### config.mk
export PLATFORM = sky130hd
export DESIGN_NAME = inv_twiddle_gen_flat
export DESIGN_NICKNAME = d
export VERILOG_FILES = /design/src/rtl/inv_twiddle_gen_pkg.sv /design/src/rtl/inv_twiddle_gen_if.sv /design/src/rtl/inv_twiddle_gen_mod_mult_seq.sv /design/src/rtl/inv_twiddle_gen.sv /design/src/flat_wrapper.sv
export SDC_FILE = /design/constraint.sdc
export NUM_CORES = 1
export LEC_CHECK = 0
export ABC_AREA = 1
export CORE_MARGIN = 8
export CORE_UTILIZATION = 54
export DETAILED_ROUTE_END_ITERATION = 10
export GPL_TIMING_DRIVEN = 0
export MAX_ROUTING_LAYER = met4
export PLACE_DENSITY = 0.81
export SLEW_MARGIN = 20
export SYNTH_ARGS = -nofsm -noshare
export SYNTH_HDL_FRONTEND = slang
export SYNTH_HIERARCHICAL = 1
export SYNTH_SLANG_ARGS = --single-unit
### constraint.sdc
create_clock -name clk -period 3.6 [get_ports clk]
set_clock_uncertainty 0.2 [all_clocks]
set_input_delay 0.72 -clock clk [delete_from_list [all_inputs] [get_ports clk]]
set_output_delay 0.72 -clock clk [all_outputs]
set_load 0.02 [all_outputs]
### src/rtl/inv_twiddle_gen_pkg.sv
// Shared NTT constants and the twiddle-generator FSM state type.
package ntt_pkg;
  localparam int Q  = 65537;
  localparam int W  = 17;
  localparam int CW = 7;

  typedef enum logic [1:0] {
    IDLE = 2'd0,
    EMIT = 2'd1,
    MUL  = 2'd2
  } state_t;
endpackage

### src/rtl/inv_twiddle_gen_if.sv
// Control and output-stream bundle of the inverse twiddle generator.
// master = generator side, slave = controller/consumer side.
interface inv_twiddle_gen_if #(
  parameter int W  = ntt_pkg::W,
  parameter int CW = ntt_pkg::CW
) ();
  logic          start;
  logic [W-1:0]  base;
  logic [CW-1:0] count;
  logic          busy;
  logic          done;
  logic          out_valid;
  logic          out_ready;
  logic [W-1:0]  out_value;
  logic [CW-1:0] out_index;
  logic          out_last;

  modport master (
    input  start, base, count, out_ready,
    output busy, done, out_valid, out_value, out_index, out_last
  );

  modport slave (
    output start, base, count, out_ready,
    input  busy, done, out_valid, out_value, out_index, out_last
  );
endinterface

### src/rtl/inv_twiddle_gen_mod_mult_seq.sv
// Sequential modular multiplier: p = a*b mod Q, MSB-first double-and-add,
// one bit of b per cycle (W cycles). Operands must already be < Q.
module mod_mult_seq #(
  parameter int Q = ntt_pkg::Q,
  parameter int W = ntt_pkg::W
) (
  input  logic         clk,
  input  logic         rst,
  input  logic         start,
  input  logic [W-1:0] a,
  input  logic [W-1:0] b,
  output logic         busy,
  output logic         done,
  output logic [W-1:0] p
);
  localparam int          CNT_W = $clog2(W);
  localparam logic [W:0]  QV    = (W+1)'(Q);
  localparam logic [CNT_W-1:0] LAST = CNT_W'(W-1);

  logic [CNT_W-1:0] cnt;
  logic [W-1:0]     a_r;
  logic [W-1:0]     b_r;
  logic [W-1:0]     r;

  // Inputs are < Q, so each one-bit-wider intermediate needs at most one subtract.
  function automatic logic [W-1:0] dbl_mod(input logic [W-1:0] x);
    logic [W:0] t;
    t = {x, 1'b0};
    if (t >= QV) t = t - QV;
    return t[W-1:0];
  endfunction

  function automatic logic [W-1:0] add_mod(input logic [W-1:0] x, input logic [W-1:0] y);
    logic [W:0] t;
    t = {1'b0, x} + {1'b0, y};
    if (t >= QV) t = t - QV;
    return t[W-1:0];
  endfunction

  function automatic logic [W-1:0] step(input logic [W-1:0] acc, input logic [W-1:0] m,
                                        input logic bit_i);
    logic [W-1:0] d;
    d = dbl_mod(acc);
    return bit_i ? add_mod(d, m) : d;
  endfunction

  always_ff @(posedge clk or posedge rst) begin
    if (rst) begin
      busy <= 1'b0;
      done <= 1'b0;
      cnt  <= '0;
    end else begin
      done <= 1'b0;
      if (start && !busy) begin
        busy <= 1'b1;
        cnt  <= '0;
      end else if (busy) begin
        if (cnt == LAST) begin
          busy <= 1'b0;
          done <= 1'b1;
        end else begin
          cnt <= cnt + 1'b1;
        end
      end
    end
  end

  always_ff @(posedge clk) begin
    if (start && !busy) begin
      a_r <= a;
      b_r <= b;
      r   <= '0;
    end else if (busy) begin
      r   <= step(r, a_r, b_r[W-1]);
      b_r <= {b_r[W-2:0], 1'b0};
    end
  end

  assign p = r;
endmodule

### src/rtl/inv_twiddle_gen.sv
// Inverse twiddle generator: streams base^k mod Q for k = 0..count-1.
// Define TWIDDLE_GEN_DUP_EN to emit every power as two identical beats.
module inv_twiddle_gen #(
  parameter int Q  = ntt_pkg::Q,
  parameter int W  = ntt_pkg::W,
  parameter int CW = ntt_pkg::CW
) (
  input logic              clk,
  input logic              rst,
  inv_twiddle_gen_if.master tw
);
  import ntt_pkg::*;

  localparam logic [W:0] QV = (W+1)'(Q);

  state_t        state, state_n;
  logic [W-1:0]  acc;
  logic [W-1:0]  base_r;
  logic [CW-1:0] k;
  logic [CW-1:0] count_r;
  logic [CW-1:0] last_k;
  logic          done_r, done_n;
  logic          mul_start, mul_busy, mul_done;
  logic [W-1:0]  mul_p;
  logic          second, final_pow;

  function automatic logic [W-1:0] reduce_q(input logic [W-1:0] x);
    logic [W:0] t;
    t = {1'b0, x};
    if (t >= QV) t = t - QV;
    return t[W-1:0];
  endfunction

  // count==0 wraps to last_k = 2^CW-1, giving the full 2^CW powers.
  assign last_k    = count_r - 1'b1;
  assign final_pow = (k == last_k);

`ifdef TWIDDLE_GEN_DUP_EN
  logic phase;
  always_ff @(posedge clk or posedge rst) begin
    if (rst)                                 phase <= 1'b0;
    else if (state != EMIT)                  phase <= 1'b0;
    else if (tw.out_ready)                   phase <= ~phase;
  end
  assign second = phase;
`else
  assign second = 1'b1;
`endif

  always_ff @(posedge clk or posedge rst) begin
    if (rst) state <= IDLE;
    else     state <= state_n;
  end

  always_comb begin
    state_n   = state;
    mul_start = 1'b0;
    done_n    = 1'b0;
    case (state)
      IDLE: if (tw.start) state_n = EMIT;
      EMIT: begin
        if (tw.out_ready && second) begin
          if (final_pow) begin
            state_n = IDLE;
            done_n  = 1'b1;
          end else begin
            state_n   = MUL;
            mul_start = !mul_busy;
          end
        end
      end
      MUL:     if (mul_done) state_n = EMIT;
      default: state_n = IDLE;
    endcase
  end

  always_ff @(posedge clk or posedge rst) begin
    if (rst) begin
      acc     <= '0;
      base_r  <= '0;
      k       <= '0;
      count_r <= '0;
      done_r  <= 1'b0;
    end else begin
      done_r <= done_n;
      if (state == IDLE && tw.start) begin
        base_r  <= reduce_q(tw.base);
        acc     <= W'(1);
        k       <= '0;
        count_r <= tw.count;
      end else if (state == MUL && mul_done) begin
        acc <= mul_p;
        k   <= k + 1'b1;
      end
    end
  end

  mod_mult_seq #(.Q(Q), .W(W)) u_mul (
    .clk   (clk),
    .rst   (rst),
    .start (mul_start),
    .a     (acc),
    .b     (base_r),
    .busy  (mul_busy),
    .done  (mul_done),
    .p     (mul_p)
  );

  assign tw.busy      = (state != IDLE);
  assign tw.out_valid = (state == EMIT);
  assign tw.out_value = acc;
  assign tw.out_index = k;
  assign tw.out_last  = (state == EMIT) && final_pow && second;
  assign tw.done      = done_r;
endmodule

### src/flat_wrapper.sv
// flat-port wrapper written by rule: the top's interface ports become plain ports
module inv_twiddle_gen_flat import ntt_pkg::*;
#(
  parameter int Q  = ntt_pkg::Q,
  parameter int W  = ntt_pkg::W,
  parameter int CW = ntt_pkg::CW
)
  (clk, rst, tw_start, tw_base, tw_count, tw_out_ready, tw_busy, tw_done, tw_out_valid, tw_out_value, tw_out_index, tw_out_last);
  inv_twiddle_gen_if #(.W(W), .CW(CW)) tw_i ();
  input logic clk;
  input logic rst;
  input wire logic [$bits(tw_i.start)-1:0] tw_start;
  input wire logic [$bits(tw_i.base)-1:0] tw_base;
  input wire logic [$bits(tw_i.count)-1:0] tw_count;
  input wire logic [$bits(tw_i.out_ready)-1:0] tw_out_ready;
  output wire logic [$bits(tw_i.busy)-1:0] tw_busy;
  output wire logic [$bits(tw_i.done)-1:0] tw_done;
  output wire logic [$bits(tw_i.out_valid)-1:0] tw_out_valid;
  output wire logic [$bits(tw_i.out_value)-1:0] tw_out_value;
  output wire logic [$bits(tw_i.out_index)-1:0] tw_out_index;
  output wire logic [$bits(tw_i.out_last)-1:0] tw_out_last;
  assign tw_i.start = tw_start;
  assign tw_i.base = tw_base;
  assign tw_i.count = tw_count;
  assign tw_i.out_ready = tw_out_ready;
  assign tw_busy = tw_i.busy;
  assign tw_done = tw_i.done;
  assign tw_out_valid = tw_i.out_valid;
  assign tw_out_value = tw_i.out_value;
  assign tw_out_index = tw_i.out_index;
  assign tw_out_last = tw_i.out_last;
  inv_twiddle_gen #(.Q(Q), .W(W), .CW(CW)) u_core (.clk(clk), .rst(rst), .tw(tw_i));
endmodule
==> results of run 1 <==
metal layers:
metal  track usage [%]  vias to the layer above
li1                  -                     3662
met1             26.34                     3538
met2             40.83                      327
met3             2.974                       98
met4             11.60                        0
met5                 -                        -
critical path: cells and delay by family (launching register included):
kind	cells	cell delay [ns]
xor gates and xnor gates	1	0.17
AOI/OAI and AO/OA	3	0.41
buffers and inverters	4	0.48
and+or+nand+nor	17	2.15
DFF	1	0.36
adders and majority gates	1	0.28
path summary, 6_finish.rpt:
check / to / slack, ns / cells past startpoint
min in group asynchronous: u_core/u_mul/cnt[3] / 0.46 / 2
setup reg to reg: u_core/u_mul/p[2] / -0.56 / 26
setup / recovery: u_core/u_mul/p[2] / -0.56 / 26
hold reg to reg: u_core/u_mul/a_r[8] / 0.27 / 0
max in group asynchronous: u_core/tw.out_value[4] / 2.11 / 3
hold / removal: u_core/u_mul/a_r[8] / 0.27 / 0
cells by family after synthesis:
logic type | after synthesis
fa+ha+maj | 27
xor+xnor | 39
simple gates | 646
buf+inv | 166
flops | 109
compound gates | 83
power by group through the flow:
| stage | clock [mW] | sequential, mW | combinational (mW) |
|---|---|---|---|
| floorplan | 0 | 1.99 | 3.85 |
| global placement | 0 | 2.06 | 4.88 |
| detailed placement | 0 | 2.07 | 4.98 |
| CTS | 1.01 | 2.07 | 5.91 |
| global route | 1.06 | 2.13 | 8.13 |
| finish | 0.993 | 2.09 | 7.54 |
flip-flops by register name (all words and copies together) (netlist names):
name	cells
u_core/base_r	17
u_core/count_r	7
u_core/state	2
u_core/tw.done	1
u_core/tw.out_index	7
u_core/tw.out_value	17
u_core/u_mul/a_r	17
u_core/u_mul/b_r	17
u_core/u_mul/busy	1
u_core/u_mul/cnt	5
u_core/u_mul/done	1
u_core/u_mul/p	17
metrics by stage:
step,hold slack [ns],instance area (um^2),setup slack [ns]
3_5_place_dp,0.2611,8337,-0.9153
5_1_grt,0.2970,9965,-0.7429
6_report,0.2743,9965,-0.5647
2_1_floorplan,0.2448,7540,0.002089
4_1_cts,0.2775,9215,-0.3777
3_3_place_gp,0.2584,8315,-0.8942
cell type report:
cell class	instances	area share, %
Clock inverter	6	0.6153
Multi-Input combinational cell	795	49.07
Tap cell	180	2.260
Inverter	143	5.512
Buffer	23	1.281
Sequential cell	109	28.48
Timing Repair Buffer	115	10.38
Clock buffer	10	2.398
synthesized netlist by cell type (13+ instances only):
cell	count	area, um^2
nand2_1	410	1539
inv_1	136	510.5
nor2_1	81	304.0
nand3_1	67	335.3
dfrtp_1	58	1451
edfxtp_1	34	1021
nand4_1	33	206.5
a21oi_1	29	145.1
xor2_1	27	236.5
ha_1	26	325.3
o21ai_0	24	120.1
a22o_1	17	148.9
dfxtp_1	17	340.3
nor3_1	13	65.06
what timing repair did:
action / in CTS / in global routing
setup buffers: 34 / 23
gates resized for setup: 94 / 138
pin swaps: 54 / 79
hold endpoints to repair: 0 / 0
cloned: 2 / 0
endpoints found under the setup margin: 17 / 17
==> impl_metrics.ini, run 1 <==
[setup_path]
cp.required_ns = 3.64
critPathMaxFanout = 7
cp_slowest_cell = dfxtp_4
reg2reg_from = u_core/u_mul/p[2]
cp-end-kind = register
startpoint_type = register
crit_start = u_core/u_mul/p[2]
critical_path.max_stage_delay_ns = 0.36
path_class = reg2reg
cp_common_cell = nand2_1
worstPathArrival_ns = 4.20

[global_routing]
grt_pass1_wl_mm = 33.50
grt_pass1_vias = 7179
antenna_found_initial = 0
grt_max_degree = 32
track_usage_pct = 23.55
grt_remaining_overflow = 0

[timing]
period_needed_ns = 4.165
fin_crit_sh_pct = 115.7
worst_pin_slew_ns = 0.7829
fin_ws_ns = -0.5647
max_freq_ghz = 0.2401
final_max_slew_viol_count = 0
grt_setup_unrepaired = true
slew-limit-headroom_pct = 47.75
tns_ns = -8.394
finalHoldViolCount = 0
finalSetupViolCount = 17

[route]
via_count = 7625
antenna_left = 0
drc = 0
vias_per_cell = 5.521
met2WireLength_mm = 11.55
wl_met3_mm = 1.079
avgRoutedWirePerCell_um = 16.30
drt_iter0_markers = 557
wl_mm = 22.51
wl_met1_mm = 8.953
dr.pass1.iters = 5
top_layer_used = met4

[yosys]
synth-compound-area-share_pct = 6.820
synthMuxAreaShare_pct = 0
synth_edf_count = 34
synth_fp_nets = 1125
netlist_area_um2 = 7467
synthCells = 1070
synthSimpleGateAreaFrac_pct = 37.47
syn_area_per_cell_um2 = 6.979
synth_ff_type = dfrtp_1
seq_area_frac_synth_pct = 37.67
ys_async_sr_fraction_pct = 53.21
synthAdderAreaFrac_pct = 4.625
synth_xor_area_share_pct = 4.675
ys_ff_latch = 109
synth_top_family_by_area = simple AND/OR/NAND/NOR gates
synth.distinct_cells = 44
synth_warnings = 6

[die]
dieHeight_um = 133.6
start_util_pct = 54.43
die_w_um = 133.6
core_um2 = 13720
die-area_um2 = 17850
ioPinCount = 56
rows = 43

[power_and_ir_drop]
p_total_mw = 10.63
swShare_pct = 51.20
seqPwrFrac_pct = 19.7
pwr_density_cell_nw_per_um2 = 1066
p_int_mw = 5.186
combPwrFrac_pct = 71.0
pwr-share-clk_pct = 9.3
static-leakage-power_nw = 4.888
p_switching_mw = 5.440
ir_drop_mv = 0.4604

[place]
hpwl_mm = 14.88
portBuffers = 55
gp_congestion = 0.9377
placed_cells = 1306

[clocking]
cts_sinks = 109
clockBufferDepth = 2
hold_buffers = 0
path_clk_slew_ns = 0.07
insertion_delay_ns = 0.34
cts_tree = done
htree_levels = 3
numCtsBuffers = 9
cts_root_buffer = clkbuf_16

[cells_and_area]
drive_gt1_share_pct = 24.56
multi_input_area_um2 = 4890
n_antenna_cell = 0
nFillCells = 1045
seq_area_um2 = 2838
area_growth_syn_to_layout_pct = 33.45
final_util_pct = 72.63
finalNonFillerCells = 1381
final_nets = 1251
final_cell_mix = nand2_1 (344), inv_1 (118), nor2_1 (65), dfrtp_1 (58)
final_common_cell = nand2_1

[outcome]
violations = setup timing
status = finished, violations left

[run]
drv_cap = 0

[worst_hold_path]
hp-class = reg2reg
hold_start = u_core/tw.out_value[8]
Power figures use the tool's default switching activity.
==> inputs of run 2 (changes only) <==
Settings changed: CAP_MARGIN from default to 25.
==> results of run 2 <==
The final DEF is identical to that of run 1; final timing and power are the same.
